## config.mk

```make
export PLATFORM = sky130hd
export DESIGN_NAME = lfsr_gen
export DESIGN_NICKNAME = d
export VERILOG_FILES = /design/src/rtl/lfsr_pkg.sv /design/src/rtl/lfsr_next.sv /design/src/rtl/lfsr_gen.sv
export SDC_FILE = /design/constraint.sdc
export NUM_CORES = 1
export LEC_CHECK = 0
export CAP_MARGIN = 40
export CORE_MARGIN = 10
export CORE_UTILIZATION = 51
export DETAILED_ROUTE_END_ITERATION = 7
export PLACE_DENSITY = 0.87
export SLEW_MARGIN = 10
export SYNTH_ARGS = -nofsm -noshare
export SYNTH_HDL_FRONTEND = slang
export SYNTH_HIERARCHICAL = 1
export SYNTH_SLANG_ARGS = --single-unit
```

## constraint.sdc

```tcl
create_clock -name clk -period 2.93 [get_ports clk]
set_input_delay 0.293 -clock clk [delete_from_list [all_inputs] [get_ports clk]]
set_output_delay 0.293 -clock clk [all_outputs]
set_load 0.01 [all_outputs]
```

## src/rtl/lfsr_pkg.sv

```systemverilog
// Shared types and constants for the parametrised LFSR generator.
// Includes a lookup of maximal-length tap masks per width.
package lfsr_pkg;

  localparam int LFSR_MAX_WIDTH = 32;

  typedef enum logic {
    LFSR_FIB = 1'b0,
    LFSR_GAL = 1'b1
  } lfsr_mode_e;

  function automatic logic [31:0] max_taps(input int width);
    logic [31:0] t;
    t = 32'h0;
    case (width)
      3:  t = 32'h0000_0006;
      4:  t = 32'h0000_000C;
      5:  t = 32'h0000_0014;
      6:  t = 32'h0000_0030;
      7:  t = 32'h0000_0060;
      8:  t = 32'h0000_00B8;
      9:  t = 32'h0000_0110;
      10: t = 32'h0000_0240;
      11: t = 32'h0000_0500;
      12: t = 32'h0000_0829;
      13: t = 32'h0000_100D;
      14: t = 32'h0000_2015;
      15: t = 32'h0000_6000;
      16: t = 32'h0000_D008;
      17: t = 32'h0001_2000;
      18: t = 32'h0002_0400;
      19: t = 32'h0004_0023;
      20: t = 32'h0009_0000;
      21: t = 32'h0014_0000;
      22: t = 32'h0030_0000;
      23: t = 32'h0042_0000;
      24: t = 32'h00E1_0000;
      25: t = 32'h0120_0000;
      26: t = 32'h0200_0023;
      27: t = 32'h0400_0013;
      28: t = 32'h0900_0000;
      29: t = 32'h1400_0000;
      30: t = 32'h2000_0029;
      31: t = 32'h4800_0000;
      32: t = 32'h8020_0003;
      default: t = 32'h0;
    endcase
    return t;
  endfunction

endpackage

```

## src/rtl/lfsr_next.sv

```systemverilog
// Combinational next-state logic for one LFSR step.
// fb_bit is the bit shifted out of the register on this step.
module lfsr_next
  import lfsr_pkg::*;
#(
  parameter int               WIDTH = 8,
  parameter logic [WIDTH-1:0] TAPS  = 8'hB8,
  parameter lfsr_mode_e       MODE  = LFSR_FIB
) (
  input  logic [WIDTH-1:0] state,
  output logic [WIDTH-1:0] nxt,
  output logic             fb_bit
);

  logic fib_in;

  always_comb begin
    fib_in = ^(state & TAPS);
    if (MODE == LFSR_FIB) begin
      fb_bit = state[WIDTH-1];
      nxt    = {state[WIDTH-2:0], fib_in};
    end else begin
      fb_bit = state[0];
      nxt    = (state >> 1)
             ^ ({WIDTH{state[0]}} & TAPS);
    end
  end

endmodule

```

## src/rtl/lfsr_gen.sv

```systemverilog
// Parametrised Fibonacci/Galois LFSR with seed load,
// zero-state recovery and a period-wrap strobe.
module lfsr_gen
  import lfsr_pkg::*;
#(
  parameter int               WIDTH = 8,
  parameter logic [WIDTH-1:0] TAPS  = 8'hB8,
  parameter logic [WIDTH-1:0] SEED  = 8'h01,
  parameter int               MODE  = 0
) (
  input  logic             clk,
  input  logic             rst,
  input  logic             en,
  input  logic             load,
  input  logic [WIDTH-1:0] seed_in,
  output logic [WIDTH-1:0] state,
  output logic             bit_out,
  output logic             wrap,
  output logic             lockup
);

  localparam lfsr_mode_e MD =
    (MODE == 1) ? LFSR_GAL : LFSR_FIB;

  if (WIDTH < 3 || WIDTH > LFSR_MAX_WIDTH)
  begin : g_bad_width
    $error("lfsr_gen: WIDTH out of 3..32");
  end
  if (SEED == '0) begin : g_bad_seed
    $error("lfsr_gen: SEED must be nonzero");
  end
  if (TAPS == '0) begin : g_bad_taps
    $error("lfsr_gen: TAPS must be nonzero");
  end
  if (TAPS[WIDTH-1] == 1'b0) begin : g_bad_msb
    $error("lfsr_gen: mode %0d needs MSB tap", MODE);
  end

  logic [WIDTH-1:0] seed_reg;
  logic [WIDTH-1:0] nxt;
  logic             fb_bit;

  lfsr_next #(
    .WIDTH (WIDTH),
    .TAPS  (TAPS),
    .MODE  (MD)
  ) u_next (
    .state  (state),
    .nxt    (nxt),
    .fb_bit (fb_bit)
  );

  assign bit_out = fb_bit;

  // A zero seed or zero state would freeze the LFSR, so SEED replaces it.
  always_ff @(posedge clk) begin
    if (!rst) begin
      state    <= SEED;
      seed_reg <= SEED;
      wrap     <= 1'b0;
      lockup   <= 1'b0;
    end else if (load) begin
      wrap <= 1'b0;
      if (seed_in != '0) begin
        state    <= seed_in;
        seed_reg <= seed_in;
        lockup   <= 1'b0;
      end else begin
        state    <= SEED;
        seed_reg <= SEED;
        lockup   <= 1'b1;
      end
    end else if (en) begin
      if (state == '0) begin
        state  <= SEED;
        wrap   <= 1'b0;
        lockup <= 1'b1;
      end else begin
        state  <= nxt;
        wrap   <= (nxt == seed_reg);
        lockup <= 1'b0;
      end
    end else begin
      wrap   <= 1'b0;
      lockup <= 1'b0;
    end
  end

endmodule
```

-- Word-level counts from Yosys, hierarchy flattened
Cells that the tools add are included.
- logic and storage cells: 20
- register bits: 18
- output and inout port bits: 11
- input port bits: 12
- equality and inequality tests: 1
- bitwise logic cells: 2
- reductions and logical operators: 5
- mux-type cells: 8
- operator list (kind ; count):
    8-bit two-way mux ; 4
    8-bit equality test ; 1
    8-bit zero test ; 1
    8-bit nonzero test ; 1
    8-bit XOR reduction ; 1
    1-bit two-way mux ; 4
    4-bit OR reduction ; 1
    1-bit inverter ; 2
    2-bit nonzero test ; 1

-- Depth between registers and ports, before layout
Gate-level depths: netlist (run 1).
- word-level depth: 4
- gate-level depth with buffers: 6
- depth with buffers taken out: 5

-- By module
Netlist (run 1), hierarchy kept.
- modules (own cells, without submodules) (module ; area an instance (sq um) ; seq. area each (sq um) ; cells an instance ; times used):
    lfsr_gen ; 835.8 ; 360.3 ; 79 ; 1
    lfsr_next ; 93.8 ; 0.0 ; 12 ; 1

-- Least setup slack after synthesis (run 1)
Ideal clock, no wire load.
- kind: reg-to-reg
- from: register state[3]
- to: register wrap
- slack: 1.484 ns
- stages on the path, launching flop included: 7
- data required time: 2.869 ns
- buffers on the path: 1
- data arrival time: 1.385 ns
- period minus slack after synthesis: 1.446 ns
- setup time: 0.061 ns
- path through: dfxtp_1 -> xor2_1 -> xnor2_1 -> buf_4 -> xor2_1 -> nor4_1 -> and3_1
- word-level cells in the longest chain between the ends: 2
- elaborated cells on any way between the ends: 4
- those cells by class: eq/ne (1); reduce/logical (3)
- ends and longest elaborated chain (item ; RTL line ; text):
    from (decl) ; lfsr_gen.sv:16 ; output logic [WIDTH-1:0] state,
    from (signal assigned) ; lfsr_gen.sv:65 ; state <= seed_in;
    from (signal assigned) ; lfsr_gen.sv:79 ; state <= nxt;
    8-bit XOR reduction ; lfsr_next.sv:18 ; fib_in = ^(state & TAPS);
    named net u_next.fib_in ; lfsr_next.sv:15 ; logic fib_in;
    8-bit equality test ; lfsr_gen.sv:80 ; wrap <= (nxt == seed_reg);
    to (signal assigned) ; lfsr_gen.sv:80 ;
    to (decl) ; lfsr_gen.sv:18 ; output logic wrap,
The timed path passes the listed nets, and every way through them passes these cells.
A chain may end at the register's enable or synchronous reset.

-- Worst setup path in the final report (run 1)
- from: register state[5]
- to: output port state[5]
No word-level cell between the ends.

==> results of run 1 <==
layout by cell type (no fill, tap or decap), drive strengths merged:
cell	n
a211oi	2
a21oi	2
a221oi	1
a22oi	7
and3	1
buf	1
clkbuf	4
clkdlybuf4s50	22
clkinv	1
dfxtp	18
inv	1
mux2i	7
nand2	1
nand2b	1
nand4b	2
nor2	10
nor3	1
nor4	5
o21ai	1
o2bb2ai	7
xnor2	2
xor2	9
synth_stat cells (all sizes together):
cell type | number | share of area (%)
nand2 | 1 | 0.40
dfxtp | 18 | 39
nor2 | 10 | 4.3
nand4b | 2 | 1.9
a211oi | 2 | 3.0
o21ai | 1 | 0.54
mux2i | 7 | 7.5
a21oi | 2 | 1.1
a22oi | 7 | 5.7
xor2 | 9 | 8.5
o2bb2ai | 7 | 6.6
nor3 | 1 | 0.54
nand2b | 1 | 0.67
buf | 11 | 8.6
inv | 1 | 0.40
nor4 | 5 | 6.6
and3 | 1 | 0.67
xnor2 | 2 | 1.9
clkbuf | 1 | 0.40
a221oi | 1 | 1.6
clkinv | 1 | 0.40
per-stage QoR:
stage	area, um^2	power [mW]	util [%]	setup WS, ns
finish	1140	0.541	66.1	1.20
global route	1140	0.568	66.1	1.12
CTS	1140	0.545	66.1	1.19
detailed placement	1100	0.396	64.0	1.04
global placement	1100	0.394	64.0	1.10
floorplan	930	0.361	-	1.48
per-layer routing:
layer	vias up	global-route usage [%]	wire, um
met1	350	12.9	931
met5	-	0	0
li1	354	-	-
met3	6	3.05	123
met2	26	16.5	993
met4	0	9.22	62
layout make-up:
| class | count | area (um^2) | share of cell area [%] |
|---|---|---|---|
| clock buffer | 4 | 36.3 | 3.18 |
| inverter | 2 | 7.51 | 0.658 |
| multi-input combinational | 59 | 478 | 41.9 |
| sequential | 18 | 360 | 31.6 |
| tap | 25 | 31.3 | 2.74 |
| timing repair buffer | 23 | 228 | 20.0 |
tightest hold or removal path: stages, from the launching register on:
cell and delay, ns:
dfxtp_1 0.35, mux2i_1 0.07, nor2_1 0.07
worst max path at each step:
stage	slack (ns)	cells past startpoint	from	to
after global placement	1.10	4	load	state[5]
final	1.20	1	state[5]	state[5]
after floorplan	1.48	6	state[3]	wrap
after detailed placement	1.04	4	load	state[4]
after global routing	1.12	1	state[5]	state[5]
after CTS	1.19	1	state[5]	state[5]
power by group through the flow:
stage          registers, mW  logic, mW  clock network (mW)
6_report               0.280      0.111               0.150
5_1_grt                0.282      0.122               0.164
4_1_cts                0.280      0.112               0.154
3_5_place_dp           0.286      0.110                   0
3_3_place_gp           0.285      0.109                   0
2_1_floorplan          0.283     0.0776                   0
cells by family (layout without fill, tap and decap cells):
family / count (synthesis) / after routing
mux: 7 / 7
flops: 18 / 18
simple gates: 21 / 21
buf+inv: 14 / 29
xor+xnor: 11 / 11
compound gates: 20 / 20
==> summary.md, run 1 <==
| Metric | Value |
|---|---|
| Final hold violations | `0` |
| Maximum VDD drop | `0.000270 V` |
| Crit path buffers/inverters | `1` |
| Number of global-route vias before repair | `730` |
| F_max | `578 MHz` |
| IO Port Bufs | `22` |
| Reg clk slew, reported paths | `0.10 ns` |
| Int Pwr | `395 uW` |
| Setup crit start kind | `flip-flop` |
| MaxCap Viol Count | `0` |
| Setup-violating endpoint count in the final report | `0` |
| Pre-antenna DRT Iters | `4` |
| Inserted Clock Buffers | `3` |
| CTS root buf | `clkbuf_4` |
| Main combinational cell family by area after synthesis | `compound AO/OA/AOI/OAI gates` |
| Simple-gate area share of the yosys netlist | `15.1%` |
| Logic gate share of total power | `20.6%` |
| Overall Global Routing Usage | `11.1%` |
| Switching Power | `146 uW` |
| Worst r2r dst | `wrap` |
| Worst clock skew | `0.00300 ns` |
| CP Cell Sequence | `clkdlybuf4s50_1` |
| Chip width | `62.7 um` |
| CP max stage delay | `0.63 ns` |
| Iter 0 DRT Violations | `17` |
| Compound-Gate Fraction of Synth Area | `18.4%` |
| Xor-xnor portion of the synthesized cell area | `10.4%` |
| Non-Filler Instances | `131` |
| Post-CTS Hold Fix Bufs | `0` |
| Initial antenna violation count | `0` |
| Number of synthesized register bits | `18` |
| Post-Syn Area | `930 um^2` |
| ANT cells | `0` |
| Synth Area per Inst | `10.2 um^2` |
| Critical path class | `flip-flop to primary output` |
| Post-Place Cells | `127` |
| DRT antenna net count | `0` |
| Total global routing overflow | `0` |
| Min Tclk post-route | `1.73 ns` |
| Cell Rows | `15` |
| I/O pin count | `23` |
| CTS tree | `done` |
| Slowest library cell on the worst path | `clkdlybuf4s50_1` |
| Clock power share | `27.6%` |
| Routed len/inst | `16.1 um` |
| Final TNS setup | `0 ns` |
| Final wirelength | `2110 um` |
| # resized after CTS | `0` |
| Max_slew headroom | `57.5%` |
| Worst Hold Slack | `0.523 ns` |
| CP endpoint kind | `primary output` |
| Min-Delay Path Class | `flip-flop to flip-flop` |
| Largest net degree at the start of global routing | `18` |
| Post-synthesis mux area share | `7.54%` |
| Worst-skew pair later-pin latency | `0.29 ns` |
| Adder-Cell Fraction of Synth Area | `0%` |
| Seq/Total Area, Yosys | `38.8%` |
| CP max FO | `6` |
| Hold path startpoint | `seed_reg[4]` |
| CTS Sinks | `18` |
| Cell count of the worst reg-to-reg path | `5` |
| Die Y | `62.7 um` |
| Sequential share of power | `51.8%` |
| Slew @ Worst Pin | `0.636 ns` |
| Area grow syn2layout | `22.7%` |
| Pwr Density | `474 mW/mm^2` |
| CORE AREA | `0.00173 mm^2` |
| R2R Setup Slk | `1.37 ns` |
| Die area | `0.00393 mm^2` |
| FF-to-FF Start | `state[4]` |
| Syn nets | `103` |
| Max Slew Vio Count | `0` |
| Syn Inst Count | `91` |
| CP delay by family, top | `buffers and inverters` |
| Tcrit/Tclk final | `59.1%` |
| Initial Util | `53.8%` |
| Detailed-route via count | `736` |
| Status | `finished clean` |
| Ys Warns | `6` |
| Fraction of layout instances using a drive strength above 1 | `9.43%` |
| Routability cong. | `0.807` |
| Final nets | `119` |
| Hold path depth | `2` |
| First-pass GRT wire length | `3550 um` |
| RSZ-0062 raised after global routing | `false` |
| WHS Endpoint | `seed_reg[4]` |
| Maximum clock path buffer count | `2` |
| Pleak | `0.439 nW` |
| Layout fillers | `150` |
| Netlist cell types | `25` |
| Switch share | `27.0%` |
| Required time of the critical path | `2.64 ns` |
| Postcts setup bufs | `0` |
| Worst Path Arrival | `1.44 ns` |
| CTS H-tree lvls | `1` |
| Hpwl dp | `1580 um` |
| Drc violations | `0` |
| Vias per inst | `5.62` |
Note: power is estimated with default switching activity, not from simulation.
==> inputs of run 2 (changes only) <==
- CORE_UTILIZATION: 51 -> 43
- PLACE_DENSITY: 0.87 -> 0.79
- clock period: 2.93 -> 1.5 ns (I/O delays scaled with it)
==> summary.md, run 2 (same netlist as run 1, synthesis figures left out) <==
| Metric | Value |
|---|---|
| RSZ-0062 raised after global routing | `false (unchanged)` |
| Commonest non-fill, non-tap cell in the layout | `clkdlybuf4s50_1 (unchanged)` |
| Final hold violations | `0 (unchanged)` |
| Required time of the critical path | `1.35 ns (was 2.64 ns)` |
| CP max stage delay | `0.56 ns (was 0.63 ns)` |
| Initial Util | `46.4% (was 53.8%)` |
| CTS root buf | `clkbuf_4 (unchanged)` |
| Chip width | `66.5 um (was 62.7 um)` |
| Max_slew headroom | `76.2% (was 57.5%)` |
| CP max FO | `5 (was 6)` |
| MaxCap Viol Count | `0 (unchanged)` |
| Slowest library cell on the worst path | `clkdlybuf4s50_1 (unchanged)` |
| Layout fillers | `177 (was 150)` |
| Reg clk slew, reported paths | `0.10 ns (about the same)` |
| Pleak | `0.490 nW (was 0.439 nW)` |
| DRT antenna net count | `0 (unchanged)` |
| Total global routing overflow | `0 (unchanged)` |
| Setup-violating endpoint count in the final report | `0 (unchanged)` |
| ANT cells | `0 (unchanged)` |
| Detailed-route via count | `762 (was 736)` |
| Pre-antenna DRT Iters | `4 (unchanged)` |
| Slew @ Worst Pin | `0.354 ns (was 0.636 ns)` |
| Post-route cell area | `0.00121 mm^2 (was 0.00114 mm^2)` |
| Routed len/inst | `16.5 um (was 16.1 um)` |
| Crit path depth | `1 (unchanged)` |
| Inserted Clock Buffers | `3 (unchanged)` |
| Number of global-route vias before repair | `779 (was 730)` |
| Max Slew Vio Count | `0 (unchanged)` |
| Initial antenna violation count | `0 (unchanged)` |
| Maximum VDD drop | `0.000623 V (was 0.000270 V)` |
| F_max | `692 MHz` |
| I/O pin count | `23 (unchanged)` |
| Status | `finished clean (unchanged)` |
| CORE AREA | `0.00200 mm^2 (was 0.00173 mm^2)` |
| Critical path class | `flip-flop to primary output (unchanged)` |
| Area after DPL | `0.00117 mm^2 (was 0.00110 mm^2)` |
| Place WS | `-0.0439 ns (was 1.04 ns)` |
| Overall Global Routing Usage | `11.1% (about the same)` |
| Die Y | `66.5 um (was 62.7 um)` |
| CP delay by family, top | `buffers and inverters (unchanged)` |
| Setup crit start kind | `flip-flop (unchanged)` |
| Iter 0 DRT Violations | `27 (was 17)` |
| Final wirelength | `2330 um (was 2110 um)` |
| Area grow syn2layout | `30.6% (was 22.7%)` |
| Largest net degree at the start of global routing | `13 (was 18)` |
| Fraction of layout instances using a drive strength above 1 | `22.8% (was 9.43%)` |
| Vias per inst | `5.40 (was 5.62)` |
| First-pass GRT wire length | `3760 um (was 3550 um)` |
| Pwr Density | `896 mW/mm^2 (was 474 mW/mm^2)` |
| CP Cell Sequence | `clkdlybuf4s50_1 (unchanged)` |
| Postcts setup bufs | `0 (unchanged)` |
| Maximum clock path buffer count | `2 (unchanged)` |
| Min Tclk post-route | `1.44 ns` |
| Commonest non-fill, non-tap cells in the layout | `clkdlybuf4s50_1 (20), dfxtp_1 (10), nor2_1 (9), xor2_1 (9), buf_4 (9) (was clkdlybuf4s50_1 (22), dfxtp_1 (18), nor2_1 (9), xor2_1 (9))` |
| CTS H-tree lvls | `1 (unchanged)` |
| Routability cong. | `0.938 (was 0.807)` |
| CTS Sinks | `18 (unchanged)` |
| Worst clock skew | `0.00303 ns (was 0.00300 ns)` |
| Worst-skew pair later-pin latency | `0.31 ns (was 0.29 ns)` |
| Final nets | `127 (was 119)` |
| Tcrit/Tclk final | `96.3%` |
| Final core utilization | `60.6% (was 66.1%)` |
| IO Port Bufs | `22 (unchanged)` |
| Hold path depth | `2 (unchanged)` |
| Worst Path Arrival | `1.29 ns (was 1.44 ns)` |
| CTS tree | `done (unchanged)` |
| Cell count of the worst reg-to-reg path | `4 (was 5)` |
| Post-CTS Hold Fix Bufs | `0 (unchanged)` |
| Cell Rows | `16 (was 15)` |
| CP endpoint kind | `primary output (unchanged)` |
| Crit path buffers/inverters | `1 (unchanged)` |
| Worst Setup Slack, final | `0.0555 ns (was 1.20 ns)` |
| Min-Delay Path Class | `input pin to flip-flop (was flip-flop to flip-flop)` |
| Drc violations | `0 (unchanged)` |
| Die area | `0.00442 mm^2 (was 0.00393 mm^2)` |
| Hpwl dp | `1710 um (was 1580 um)` |
run 2: what timing repair did:
item	4_1_cts	5_1_grt
resized for setup	10	1
pin swaps	0	1
endpoints found under the hold margin	0	0
endpoints found under the setup margin	10	2
run 2: path summary, 6_finish.rpt:
path | to | slack [ns] | startpoint
min reg2reg | seed_reg[0] | 0.52 | seed_reg[0]
max reg2reg | state[0] | 0.13 | state[5]
min | seed_reg[0] | 0.44 | rst
max | state[1] | 0.06 | state[1]
run 2: where the power goes:
group	switching, mW	internal [mW]
clock	0.158	0.148
combinational	0.107	0.128
sequential	0.0378	0.509
run 2: worst reg2reg max path: stages, from the launching register on:
cell and delay, ns:
dfxtp_4 0.39, nor4_4 0.36, a211oi_4 0.10, buf_4 0.19
a221oi_2 0.26
run 2: routing by layer:
layer | track usage [%] | vias to the layer above | share of wire, %
li1 | - | 368 | -
met3 | 6.35 | 4 | 11
met2 | 17.2 | 23 | 47
met1 | 11.5 | 367 | 40
met4 | 6.28 | 0 | 2.5
met5 | 0 | - | 0
run 2: cell type report:
cell class | instances | area (um^2) | share of cell area, %
Tap cell | 27 | 33.8 | 2.78
Clock buffer | 4 | 36.3 | 2.99
Inverter | 2 | 7.51 | 0.619
Sequential cell | 18 | 373 | 30.7
Timing Repair Buffer | 31 | 285 | 23.5
Multi-Input combinational cell | 59 | 478 | 39.4
run 2: stage by stage:
| step | total power [mW] | TNS [ns] | hold WS, ns | std cells |
|---|---|---|---|---|
| floorplan | 0.705 | 0 | 0.226 | 91 |
| global placement | 0.787 | -0.0233 | 0.497 | 137 |
| detailed placement | 0.792 | -0.0439 | 0.510 | 137 |
| CTS | 1.10 | 0 | 0.436 | 141 |
| global route | 1.14 | 0 | 0.466 | 141 |
| finish | 1.09 | 0 | 0.440 | 141 |
==> inputs of run 3 (changes only) <==
- SETUP_SLACK_MARGIN: default -> 0.4
==> summary.md, run 3 (same netlist as run 1, synthesis figures left out) <==
| Metric | Value |
|---|---|
| Status | `finished clean (unchanged)` |
| Slowest library cell on the worst path | `dfxtp_4 (was clkdlybuf4s50_1)` |
| Fraction of layout instances using a drive strength above 1 | `31.0% (was 22.8%)` |
| Vias per inst | `5.46 (was 5.40)` |
| Pre-antenna DRT Iters | `4 (unchanged)` |
| Hpwl dp | `1600 um (was 1710 um)` |
| Worst r2r dst | `state[0] (unchanged)` |
| Clock power share | `23.3% (was 28.2%)` |
| CP Cell Sequence | `nor4_4 > a211oi_4 > buf_12 > a221oi_2 (was clkdlybuf4s50_1)` |
| Post-Place Cells | `131 (was 137)` |
| Chip width | `66.5 um (unchanged)` |
| Drc violations | `0 (unchanged)` |
| MaxCap Viol Count | `0 (unchanged)` |
| Pwr Density | `840 mW/mm^2 (was 896 mW/mm^2)` |
| Routed len/inst | `16.0 um (was 16.5 um)` |
| Place WS | `-0.00669 ns (was -0.0439 ns)` |
| ANT cells | `0 (unchanged)` |
| RSZ-0062 raised after global routing | `true (was false)` |
| Inserted Clock Buffers | `3 (unchanged)` |
| Cell count of the worst reg-to-reg path | `4 (unchanged)` |
| Worst Path Arrival | `1.54 ns (was 1.29 ns)` |
| Worst Setup Slack, final | `0.152 ns (was 0.0555 ns)` |
| Worst clock skew | `0.00686 ns (was 0.00303 ns)` |
| Worst Hold Slack | `0.356 ns (was 0.440 ns)` |
| Iter 0 DRT Violations | `39 (was 27)` |
| I/O pin count | `23 (unchanged)` |
| Initial antenna violation count | `0 (unchanged)` |
| Final hold violations | `0 (unchanged)` |
| Required time of the critical path | `1.70 ns (was 1.35 ns)` |
| Critical path class | `flip-flop to flip-flop (was flip-flop to primary output)` |
| CTS H-tree lvls | `1 (unchanged)` |
| Slew @ Worst Pin | `0.389 ns (was 0.354 ns)` |
| Overall Global Routing Usage | `10.3% (was 11.1%)` |
| Commonest non-fill, non-tap cells in the layout | `clkdlybuf4s50_1 (10), dfxtp_1 (10), nor2_1 (9) (was clkdlybuf4s50_1 (20), dfxtp_1 (10), nor2_1 (9), xor2_1 (9), buf_4 (9))` |
| CP max FO | `9 (was 5)` |
| Area grow syn2layout | `34.3% (was 30.6%)` |
| Setup crit start kind | `flip-flop (unchanged)` |
| Final TNS setup | `0 ns (unchanged)` |
| Number of global-route vias before repair | `750 (was 779)` |
| Detailed-route via count | `764 (was 762)` |
| CORE AREA | `0.00200 mm^2 (unchanged)` |
| Reg clk slew, reported paths | `0.10 ns (about the same)` |
| Switching Power | `301 uW (was 302 uW)` |
| Routability cong. | `0.840 (was 0.938)` |
| Setup-violating endpoint count in the final report | `0 (unchanged)` |
| Hold path startpoint | `load (was rst)` |
| CTS root buf | `clkbuf_4 (unchanged)` |
| Max_slew headroom | `74.1% (was 76.2%)` |
| Non-Filler Instances | `140 (was 141)` |
| Logic gate share of total power | `24.5% (was 21.6%)` |
| Sequential share of power | `52.2% (was 50.3%)` |
| Tcrit/Tclk final | `89.8% (was 96.3%)` |
| Cell Rows | `16 (unchanged)` |
| CP endpoint kind | `flip-flop (was primary output)` |
| Layout fillers | `171 (was 177)` |
| R2R Setup Slk | `0.15 ns (was 0.13 ns)` |
| Switch share | `28.7% (was 27.8%)` |
| CTS tree | `done (unchanged)` |
| Final nets | `126 (was 127)` |
| Post-CTS Hold Fix Bufs | `0 (unchanged)` |
| Total global routing overflow | `0 (unchanged)` |
| First-pass GRT wire length | `3610 um (was 3760 um)` |
| CTS Sinks | `18 (unchanged)` |
| Worst-skew pair later-pin latency | `0.29 ns (was 0.31 ns)` |
| Final wirelength | `2240 um (was 2330 um)` |
| Initial Util | `46.4% (unchanged)` |
| Largest net degree at the start of global routing | `17 (was 13)` |
| Max Slew Vio Count | `0 (unchanged)` |
| FF-to-FF Start | `state[7] (was state[5])` |
| Die area | `0.00442 mm^2 (unchanged)` |
| Die Y | `66.5 um (unchanged)` |
| Min-Delay Path Class | `input pin to flip-flop (unchanged)` |
| Hold path depth | `3 (was 2)` |
| Pleak | `0.525 nW (was 0.490 nW)` |
| Maximum clock path buffer count | `2 (unchanged)` |
| CP max stage delay | `0.38 ns (was 0.56 ns)` |
| WHS Endpoint | `lockup (was seed_reg[0])` |
| Int Pwr | `748 uW (was 785 uW)` |
| DRT antenna net count | `0 (unchanged)` |
| Final core utilization | `62.4% (was 60.6%)` |
| IO Port Bufs | `22 (unchanged)` |
| Maximum VDD drop | `0.000511 V (was 0.000623 V)` |
| Min Tclk post-route | `1.35 ns (was 1.44 ns)` |
| F_max | `742 MHz (was 692 MHz)` |
[run 3: through the flow]
| step | area, um^2 | power [mW] |
|---|---|---|
| 4_1_cts | 1200 | 1.03 |
| 3_5_place_dp | 1150 | 0.780 |
| 5_1_grt | 1250 | 1.11 |
| 2_1_floorplan | 942 | 0.704 |
| 3_3_place_gp | 1150 | 0.776 |
| 6_report | 1250 | 1.05 |
[run 3: worst max-delay path by stage]
stage | start | endpoint | slack, ns | cells past startpoint
finish | state[7] | state[0] | 0.15 | 4
global route | state[7] | state[0] | 0.1 | 4
CTS | state[7] | state[0] | 0.16 | 4
detailed placement | seed_in[6] | state[0] | -0.007 | 4
global placement | seed_in[6] | state[0] | 0.04 | 4
floorplan | state[3] | wrap | 0.25 | 6
[run 3: layout make-up]
class | instances | area (um^2) | share of cell area, %
multi-input combinational | 59 | 527 | 42.2
tap | 27 | 33.8 | 2.71
clock buffer | 4 | 26.3 | 2.10
timing repair buffer | 30 | 274 | 21.9
sequential | 18 | 380 | 30.5
inverter | 2 | 7.51 | 0.601
[run 3: critical path, delay by kind of cell, from the launching register on]
family	cells	cell delay, ns
AOI/OAI and AO/OA	2	0.35
buffers and inverters	1	0.16
DFF	1	0.38
and+or+nand+nor	1	0.37
[run 3: power by group through the flow]
stage               clock [mW]  combinational, mW  sequential [mW]
floorplan                    0              0.151            0.552
global placement             0              0.220            0.556
detailed placement           0              0.223            0.557
CTS                      0.254              0.232            0.546
global route             0.280              0.279            0.552
finish                   0.245              0.257            0.547
[run 3: metal layers]
layer  share of wire, %  GRT usage (%)  vias up
li1                   -              -      365
met4                1.5           4.71        0
met3                9.3           3.01        4
met2                 46           15.8       31
met5                  0              0        -
met1                 43           12.9      364
[run 3: timing repair]
| item | 4_1_cts | 5_1_grt |
|---|---|---|
| gates resized for setup | 31 | 12 |
| setup buffers | 3 | 2 |
| pin swaps | 7 | 5 |
| setup endpoints to repair | 29 | 26 |
